**src/rtl/m_multicycle_sequencer_if.sv**
```systemverilog
// m_multicycle_sequencer_if: shared memory port handshake between the sequencer and memory
interface m_multicycle_sequencer_if;
   logic o_mem_req, o_mem_we, o_addr_sel, i_mem_ready;
   modport master(output o_mem_req, o_mem_we, o_addr_sel, input i_mem_ready);
   modport slave(input o_mem_req, o_mem_we, o_addr_sel, output i_mem_ready);
endinterface

```
**src/rtl/m_multicycle_sequencer.sv**
```systemverilog
// m_multicycle_sequencer: multi-cycle control FSM driving datapath enables over a req/ready memory port,
// trapping on illegal opcodes and memory timeouts, and counting retired instructions.
module m_multicycle_sequencer #(
   parameter int MEM_TIMEOUT = 255,
   parameter int CNT_W       = 32
) (
   input  logic                     i_clk,
   input  logic                     i_reset_n,
   m_multicycle_sequencer_if.master mem,
   input  logic [2:0]               i_opcode,
   input  logic                     i_zero,
   output logic                     o_ir_we,
   output logic                     o_mdr_we,
   output logic                     o_pc_we,
   output logic                     o_pc_src,
   output logic [1:0]               o_alu_ctl,
   output logic                     o_alu_src,
   output logic                     o_reg_we,
   output logic                     o_wb_sel,
   output logic                     o_trap,
   output logic [1:0]               o_trap_cause,
   output logic [CNT_W-1:0]         o_retired,
   output logic [2:0]               o_state
);
   localparam int TW = MEM_TIMEOUT > 1 ? $clog2(MEM_TIMEOUT + 1) : 1;
   localparam logic [2:0] OP_ADDI = 3'd1, OP_SUB = 3'd2, OP_LW = 3'd3, OP_SW = 3'd4, OP_BEQ = 3'd5;
   typedef enum logic [2:0] {IDLE, FETCH, DECODE, EXEC, MEM, WB, TRAP} state_t;
   state_t state, state_nx;
   logic [2:0] op;
   logic [1:0] cause_nx, alu_ctl_op;
   logic [TW-1:0] wait_cnt;
   logic waiting, timeout, retire, alu_src_op, is_lw, is_sw, is_beq, illegal;
   assign is_lw = op == OP_LW;
   assign is_sw = op == OP_SW;
   assign is_beq = op == OP_BEQ;
   assign illegal = &i_opcode[2:1];
   assign alu_ctl_op = (op == OP_SUB || is_beq) ? 2'b01 : 2'b00;
   assign alu_src_op = op == OP_ADDI || is_lw || is_sw;
   // ready in the cycle the count would expire still completes the access
   assign waiting = (state == FETCH || state == MEM) && !mem.i_mem_ready;
   assign timeout = MEM_TIMEOUT != 0 && waiting && wait_cnt == TW'(MEM_TIMEOUT - 1);
   assign o_state = state;
   always_ff @(posedge i_clk or negedge i_reset_n)
      if (!i_reset_n) begin
         state <= IDLE;
         op <= '0;
         wait_cnt <= '0;
         o_trap_cause <= '0;
         o_retired <= '0;
      end else begin
         state <= state_nx;
         op <= state == DECODE ? i_opcode : op;
         wait_cnt <= waiting ? wait_cnt + 1'b1 : '0;
         o_trap_cause <= cause_nx;
         o_retired <= retire ? o_retired + 1'b1 : o_retired;
      end
   always_comb begin
      state_nx = state;
      cause_nx = o_trap_cause;
      retire = 1'b0;
      mem.o_mem_req = 1'b0;
      mem.o_mem_we = 1'b0;
      mem.o_addr_sel = 1'b0;
      o_ir_we = 1'b0;
      o_mdr_we = 1'b0;
      o_pc_we = 1'b0;
      o_pc_src = 1'b0;
      o_alu_ctl = 2'b00;
      o_alu_src = 1'b0;
      o_reg_we = 1'b0;
      o_wb_sel = 1'b0;
      o_trap = 1'b0;
      case (state)
         IDLE: state_nx = FETCH;
         FETCH: begin
            mem.o_mem_req = 1'b1;
            o_ir_we = mem.i_mem_ready;
            o_pc_we = mem.i_mem_ready;
            state_nx = mem.i_mem_ready ? DECODE : timeout ? TRAP : FETCH;
            cause_nx = timeout ? 2'b10 : o_trap_cause;
         end
         DECODE: begin
            state_nx = illegal ? TRAP : EXEC;
            cause_nx = illegal ? 2'b01 : o_trap_cause;
         end
         EXEC: begin
            o_alu_ctl = alu_ctl_op;
            o_alu_src = alu_src_op;
            o_pc_we = is_beq && i_zero;
            o_pc_src = is_beq && i_zero;
            retire = is_beq;
            state_nx = is_beq ? FETCH : (is_lw || is_sw) ? MEM : WB;
         end
         MEM: begin
            mem.o_mem_req = 1'b1;
            mem.o_addr_sel = 1'b1;
            mem.o_mem_we = is_sw;
            o_alu_ctl = alu_ctl_op;
            o_alu_src = alu_src_op;
            o_mdr_we = is_lw && mem.i_mem_ready;
            retire = is_sw && mem.i_mem_ready;
            state_nx = mem.i_mem_ready ? (is_lw ? WB : FETCH) : timeout ? TRAP : MEM;
            cause_nx = timeout ? 2'b10 : o_trap_cause;
         end
         WB: begin
            o_reg_we = 1'b1;
            o_wb_sel = is_lw;
            o_alu_ctl = alu_ctl_op;
            o_alu_src = alu_src_op;
            retire = 1'b1;
            state_nx = FETCH;
         end
         default: o_trap = 1'b1;
      endcase
   end
endmodule

```
**src/flat_wrapper.sv**
```systemverilog
// flat-port wrapper written by rule: the top's interface ports become plain ports
module m_multicycle_sequencer_flat 
#(
   parameter int MEM_TIMEOUT = 255,
   parameter int CNT_W       = 32
)
  (i_clk, i_reset_n, i_opcode, i_zero, o_ir_we, o_mdr_we, o_pc_we, o_pc_src, o_alu_ctl, o_alu_src, o_reg_we, o_wb_sel, o_trap, o_trap_cause, o_retired, o_state, mem_o_mem_req, mem_o_mem_we, mem_o_addr_sel, mem_i_mem_ready);
  m_multicycle_sequencer_if mem_i ();
  input  logic i_clk;
  input  logic i_reset_n;
  input  logic [2:0] i_opcode;
  input  logic i_zero;
  output logic o_ir_we;
  output logic o_mdr_we;
  output logic o_pc_we;
  output logic o_pc_src;
  output logic [1:0] o_alu_ctl;
  output logic o_alu_src;
  output logic o_reg_we;
  output logic o_wb_sel;
  output logic o_trap;
  output logic [1:0] o_trap_cause;
  output logic [CNT_W-1:0] o_retired;
  output logic [2:0] o_state;
  output wire logic [$bits(mem_i.o_mem_req)-1:0] mem_o_mem_req;
  output wire logic [$bits(mem_i.o_mem_we)-1:0] mem_o_mem_we;
  output wire logic [$bits(mem_i.o_addr_sel)-1:0] mem_o_addr_sel;
  input wire logic [$bits(mem_i.i_mem_ready)-1:0] mem_i_mem_ready;
  assign mem_o_mem_req = mem_i.o_mem_req;
  assign mem_o_mem_we = mem_i.o_mem_we;
  assign mem_o_addr_sel = mem_i.o_addr_sel;
  assign mem_i.i_mem_ready = mem_i_mem_ready;
  m_multicycle_sequencer #(.MEM_TIMEOUT(MEM_TIMEOUT), .CNT_W(CNT_W)) u_core (.i_clk(i_clk), .i_reset_n(i_reset_n), .mem(mem_i), .i_opcode(i_opcode), .i_zero(i_zero), .o_ir_we(o_ir_we), .o_mdr_we(o_mdr_we), .o_pc_we(o_pc_we), .o_pc_src(o_pc_src), .o_alu_ctl(o_alu_ctl), .o_alu_src(o_alu_src), .o_reg_we(o_reg_we), .o_wb_sel(o_wb_sel), .o_trap(o_trap), .o_trap_cause(o_trap_cause), .o_retired(o_retired), .o_state(o_state));
endmodule
```
**config.mk**
```make
export PLATFORM = sky130hd
export DESIGN_NAME = m_multicycle_sequencer_flat
export DESIGN_NICKNAME = d
export VERILOG_FILES = /design/src/rtl/m_multicycle_sequencer_if.sv /design/src/rtl/m_multicycle_sequencer.sv /design/src/flat_wrapper.sv
export SDC_FILE = /design/constraint.sdc
export NUM_CORES = 1
export LEC_CHECK = 0
export BUFFER_PORTS_ARGS = -buffer_cell sky130_fd_sc_hd__buf_2
export CAP_MARGIN = 20
export CORE_ASPECT_RATIO = 0.5
export CORE_UTILIZATION = 54
export DETAILED_ROUTE_END_ITERATION = 8
export PLACE_DENSITY_LB_ADDON = 0.2
export SLEW_MARGIN = 20
export SYNTH_ARGS = -nofsm -noshare
export SYNTH_HDL_FRONTEND = slang
export SYNTH_SLANG_ARGS = --single-unit
export TNS_END_PERCENT = 50
```
**constraint.sdc**
```tcl
create_clock -name i_clk -period 2 [get_ports i_clk]
set_input_delay 0.1 -clock i_clk [delete_from_list [all_inputs] [get_ports i_clk]]
set_output_delay 0.1 -clock i_clk [all_outputs]
set_load 0.1 [all_outputs]
```
After elaboration in Yosys (flattened, before gate mapping)
Index checks and enable logic that the tools add are counted.
Cells by class
  equal/unequal tests: 13
  add/sub/neg operators: 2
  reductions and logical operators: 20
  muxes and demuxes: 27
Operators by type and width (count)
  32-bit by 1-bit adder with 32-bit output, second input constant: 1
  3-bit two-way mux: 6
  3-bit one-hot mux with 5 select lines: 1
  3-bit by 2-bit equality test with 1-bit output, second input constant: 4
  3-bit equality test, second input constant: 4
  1-bit two-way mux: 12
  8-bit by 1-bit adder with 8-bit output, second input constant: 1
  8-bit equality test, second input constant: 1
  2-bit two-way mux: 4
  8-bit two-way mux: 1
  3-bit by 1-bit equality test with 1-bit output, second input constant: 2
  6-bit OR reduction: 1
  1-bit logical AND: 5
  1-bit logical OR: 5
  5-bit nonzero test: 1
  2-bit by 1-bit != test with 1-bit output, second input constant: 2
  2-bit one-hot mux with 2 select lines: 1
  2-bit OR reduction: 2
  3-bit logical NOT: 1
  1-bit one-hot mux with 3 select lines: 1
  3-bit AND reduction: 1
  3-bit OR reduction: 1
  1-bit one-hot mux with 2 select lines: 1
  2-bit AND reduction: 1
  other kinds (2): 2
Word-level totals
  logic and storage cells: 67
  flip-flop bits (word level): 48
  output and inout bits: 50
  input bits: 7

Depth between registers and ports, before layout
  depth in word-level cells: 7
  mapped depth: 6
  gate-level depth less buffers: 5

Least setup slack after synthesis
No wires, ideal clock.
  path kind: flip-flop to output port
  start point: register u_core.state[0], in the netlist u_core.o_state[0]
  end point: output o_pc_we
  path slack: -3.181 ns
  buffers on the path: 1
  arrival time: 5.081 ns
  stages on the path, launching flop included: 5
  data required time: 1.900 ns
  path through: dfrtp_1 buf_2 inv_1 nor4_1 or2_2
Between the ends
  word-level cells in the longest chain between the ends: 2
  elaborated cells on any way between the ends: 3
  those cells by class: eq/ne (2); mux (1)
RTL lines
  start: declaration: RTL line m_multicycle_sequencer.sv:28  | state_t state, state_nx;
  start signal: assignment: RTL line m_multicycle_sequencer.sv:51  | state <= state_nx;
  3-bit by 2-bit equality test with 1-bit output or 3-bit by 1-bit equality test with 1-bit output (tied branches): RTL line m_multicycle_sequencer.sv:73  | case (state)
  1-bit one-hot mux with 2 select lines (*): RTL line m_multicycle_sequencer.sv:73
  end: declaration: RTL line flat_wrapper.sv:15  | output logic o_pc_we;
Mark *: on every way between the ends. The rest lies on a longest branch, timed or not.

Worst setup path in the final report
  start point: register u_core.op[1]
  end point: output mem_o_mem_we
Between the ends
  word-level cells in the longest chain between the ends: 2
RTL lines
  start: declaration: RTL line m_multicycle_sequencer.sv:29  | logic [2:0] op;
  start signal: assignment: RTL line m_multicycle_sequencer.sv:52  | op <= state == DECODE ? i_opcode : op;
  3-bit equality test: RTL line m_multicycle_sequencer.sv:34  | assign is_sw = op == OP_SW;
  1-bit two-way mux: RTL line m_multicycle_sequencer.sv:73
  end: declaration: RTL line flat_wrapper.sv:26  | output wire logic [$bits(mem_i.o_mem_we)-1:0] mem_o_mem_we;
No other way between the ends.

==> results.md <==
- Synth area leaders: dfrtp_1 45%, xnor2_1 6.2%, xor2_1 6.2%, a2111oi_4 3.1%, and4_1 2.6%
- Share of cells above drive strength 1: 44.79%
- Leak Pwr: 1.348 nW
- Post-CTS setup buffer count: 0
- Placed cell areas: 0.003263 mm2
- Main flop type after synthesis: dfrtp_1
- DIE WIDTH: 101.4 um
- Post-Synthesis Cells: 247
- Sequential fraction of the synthesis area: 45.07%
- Data arrival time of the worst path: 1.81 ns
- Reg-to-Reg Start: u_core.op[1]
- CTS tree: done
- Total Routing Usage GR: 26.05%
- Setup crit start kind: flop
- Pwr Density: 1460 mW/mm2
- Dpl cells: 373
- H-tree depth: 2
- Final setup vio count: 0
- CP bufs+invs: 2
- Clk sinks: 48
- First-pass GRT wire length: 10.35 mm
- Num rows: 17
- Mapped Avg Cell Area: 10.79 um2
- Most common cell after layout, fill and taps aside: buf_2
- Antenna Nets Post-Route: 0
- Crit path cell chain: or3b_4, buf_4, nor3b_2, buf_4
- Flops & latches, synth: 48
- Switching part of the total: 51.28%
- Hold endpoint: u_core.op[0]
- Routed Wire Length: 6.243 mm
- Synthesized Nets: 257
- Pint: 2.472 mW
- Vias: 2225
- Kind of critical path: reg2out
- CTS max path bufs: 2
- Peak supply drop: 1.251 mV
- Hold depth: 2
- R2R depth: 6
- Setup crit end kind: output pin
- Initial antenna violation count: 0
- EDFF count, synth: 0
- Unrepaired setup endpoints after global routing: no
- Final Cell Area: 0.003476 mm2
- Sw power: 2.601 mW
- Stages on worst setup path: 4
- Area leader, netlist: dfrtp_1
- Fin nets: 326
- PortBufs: 55
- WHS: 0.03586 ns
- Vias in the first global route: 2141
- Most frequent cells in the layout: 49 x buf_2, 26 x dfrtp_2, 20 x buf_4, 20 x dfrtp_1
- Post-synth ARST share: 100.0%
- Fin crit period: 1.911 ns
- DR iter-0 viols: 105
- Final hold violations: 0
- Synth top area share: 45.07%
- Largest stage delay, worst path: 0.42 ns
- Post-route non-filler standard cell count: 383
- Diodes inserted: 0
- TritonCTS Buffers: 5
- Sequential Power Share: 26.8%
- Detailed Routing Iterations Pass 1: 4
- Clk_skew: 0.003735 ns
- Slowest cell on crit path: dfrtp_1
- Core Region: 0.004573 mm2
- Reg-to-reg critical path endpoint: u_core.o_retired[1]
- Run status: complete, no violations
- Clock-pin slew on the worst setup and hold paths: 0.09 ns
- Pin count of the biggest net entering global routing: 49
- Die area: 0.005237 mm2
- Pwr Total: 5.073 mW
- Syn Std Cell Area: 0.002665 mm2
- Period Utilization, post-route: 95.54%
- Critical-path maximum fanout: 5
- Synth warn: 0
- Routed len/inst: 16.30 um
- Distinct cells, synth: 46
- Combinational power share: 54.3%
- I/O pin cnt: 57
- Global route overflow: 0
- CP required: 1.90 ns
- Filler Cell Count: 314
- Maxcap violations: 0
- Gp weighted congestion: 0.8154
- Clock latency at the later pin of the worst-skew pair: 0.30 ns
- Starting Density: 58.28%
- Clock power share: 18.8%
- Slew Limit Fails: 0
- Hpwl dp: 4.338 mm
- Crit path max-delay family: simple AND/OR/NAND/NOR gates
- Cell mode on critical path: buf_4
- Number of vias per cell: 5.809
- Reg2reg setup slack: 0.09 ns
- Die height: 51.68 um
- DRC errors left: 0
- Hold crit path type: in2reg
- Clock Root Buffer: clkbuf_8
- Max frequency: 523.3 MHz
- Hold Crit Start: i_opcode[0]
- P&R area growth vs syn: 30.42%
-- cell type report --
type | instances | area (um2) | area share (%)
clock buffers | 5 | 68.82 | 1.980
clock inverters | 3 | 90.09 | 2.592
inverters | 7 | 31.28 | 0.8999
multi-input cells | 179 | 1481 | 42.62
flip-flops and latches | 48 | 1241 | 35.71
well taps | 66 | 82.58 | 2.376
repair buffers | 75 | 480.5 | 13.82
-- power by group through the flow --
stage	clock (mW)	combinational, mW	sequential (mW)
floorplan	0	1.53	2.02
global placement	0	2.67	1.36
detailed placement	0	2.70	1.38
CTS	0.972	2.72	1.36
global route	0.997	2.89	1.40
finish	0.955	2.76	1.36
-- metal layers --
metal	share of wire, %	GRT usage, %	vias up
met4	1.2	5.556	0
met1	45	34.12	1095
met3	6.1	5.376	9
met5	0	0	-
met2	48	45.35	79
li1	-	-	1042
-- worst reg2reg max path: cells and delay by family (launching register included) --
kind / cells / cell delay [ns]
flip-flops: 1 / 0.42
multiplexers: 1 / 0.27
AND/OR/NAND/NOR: 2 / 0.51
AO/OA/AOI/OAI: 1 / 0.20
buffers and inverters: 2 / 0.39
-- flip-flops by register name, indices dropped and copies added, names as in the netlist --
signal and cells:
u_core.o_retired 32, u_core.wait_cnt 8, u_core.o_state 3, u_core.op 3, u_core.o_trap_cause 2
-- synth_stat cells, types with 6 or more instances --
| master | count |
|---|---|
| nand2_1 | 14 |
| xnor2_1 | 19 |
| nand3_1 | 10 |
| and3_1 | 11 |
| nand4_1 | 8 |
| inv_1 | 7 |
| o2111ai_1 | 8 |
| dfrtp_1 | 48 |
| clkbuf_1 | 6 |
| nor2_1 | 12 |
| and4_1 | 8 |
| xor2_1 | 19 |
-- what timing repair did --
item	CTS	global route
endpoints found under the hold margin	48	0
setup endpoints to repair	3	10
hold buffers	1	0
gates resized for setup	3	10
gates cloned	0	1
-- metrics by stage --
stage	TNS, ns	setup WS (ns)	util (%)
5_1_grt	0	0.009249	76.01
3_5_place_dp	0	0.06761	71.35
3_3_place_gp	0	0.1227	71.35
6_report	0	0.08911	76.01
4_1_cts	0	0.01921	75.21
2_1_floorplan	-3.896	-0.5363	-
-- worst max-delay path by stage --
stage,slack [ns],from,to
after floorplan,-0.54,u_core.o_state[0],o_pc_we
after global placement,0.12,u_core.op[1],u_core.o_retired[1]
after detailed placement,0.07,u_core.op[1],u_core.o_retired[29]
after CTS,0.02,u_core.o_state[1],o_reg_we
after global routing,0.009,u_core.o_state[1],o_reg_we
final,0.09,u_core.op[1],mem_o_mem_we
-- logic make-up (layout without fill, tap and decap cells) --
logic type	count (synthesis)	in the layout	synth area share, %
compound gates	46	46	16.95
xor+xnor	38	38	12.49
fa+ha+maj	3	3	1.409
buf+inv	20	90	3.474
flops	48	48	45.07
mux	4	4	1.690
other cells	1	1	0.1407
simple gates	87	87	18.78
(Power assumes the default switching activity.)
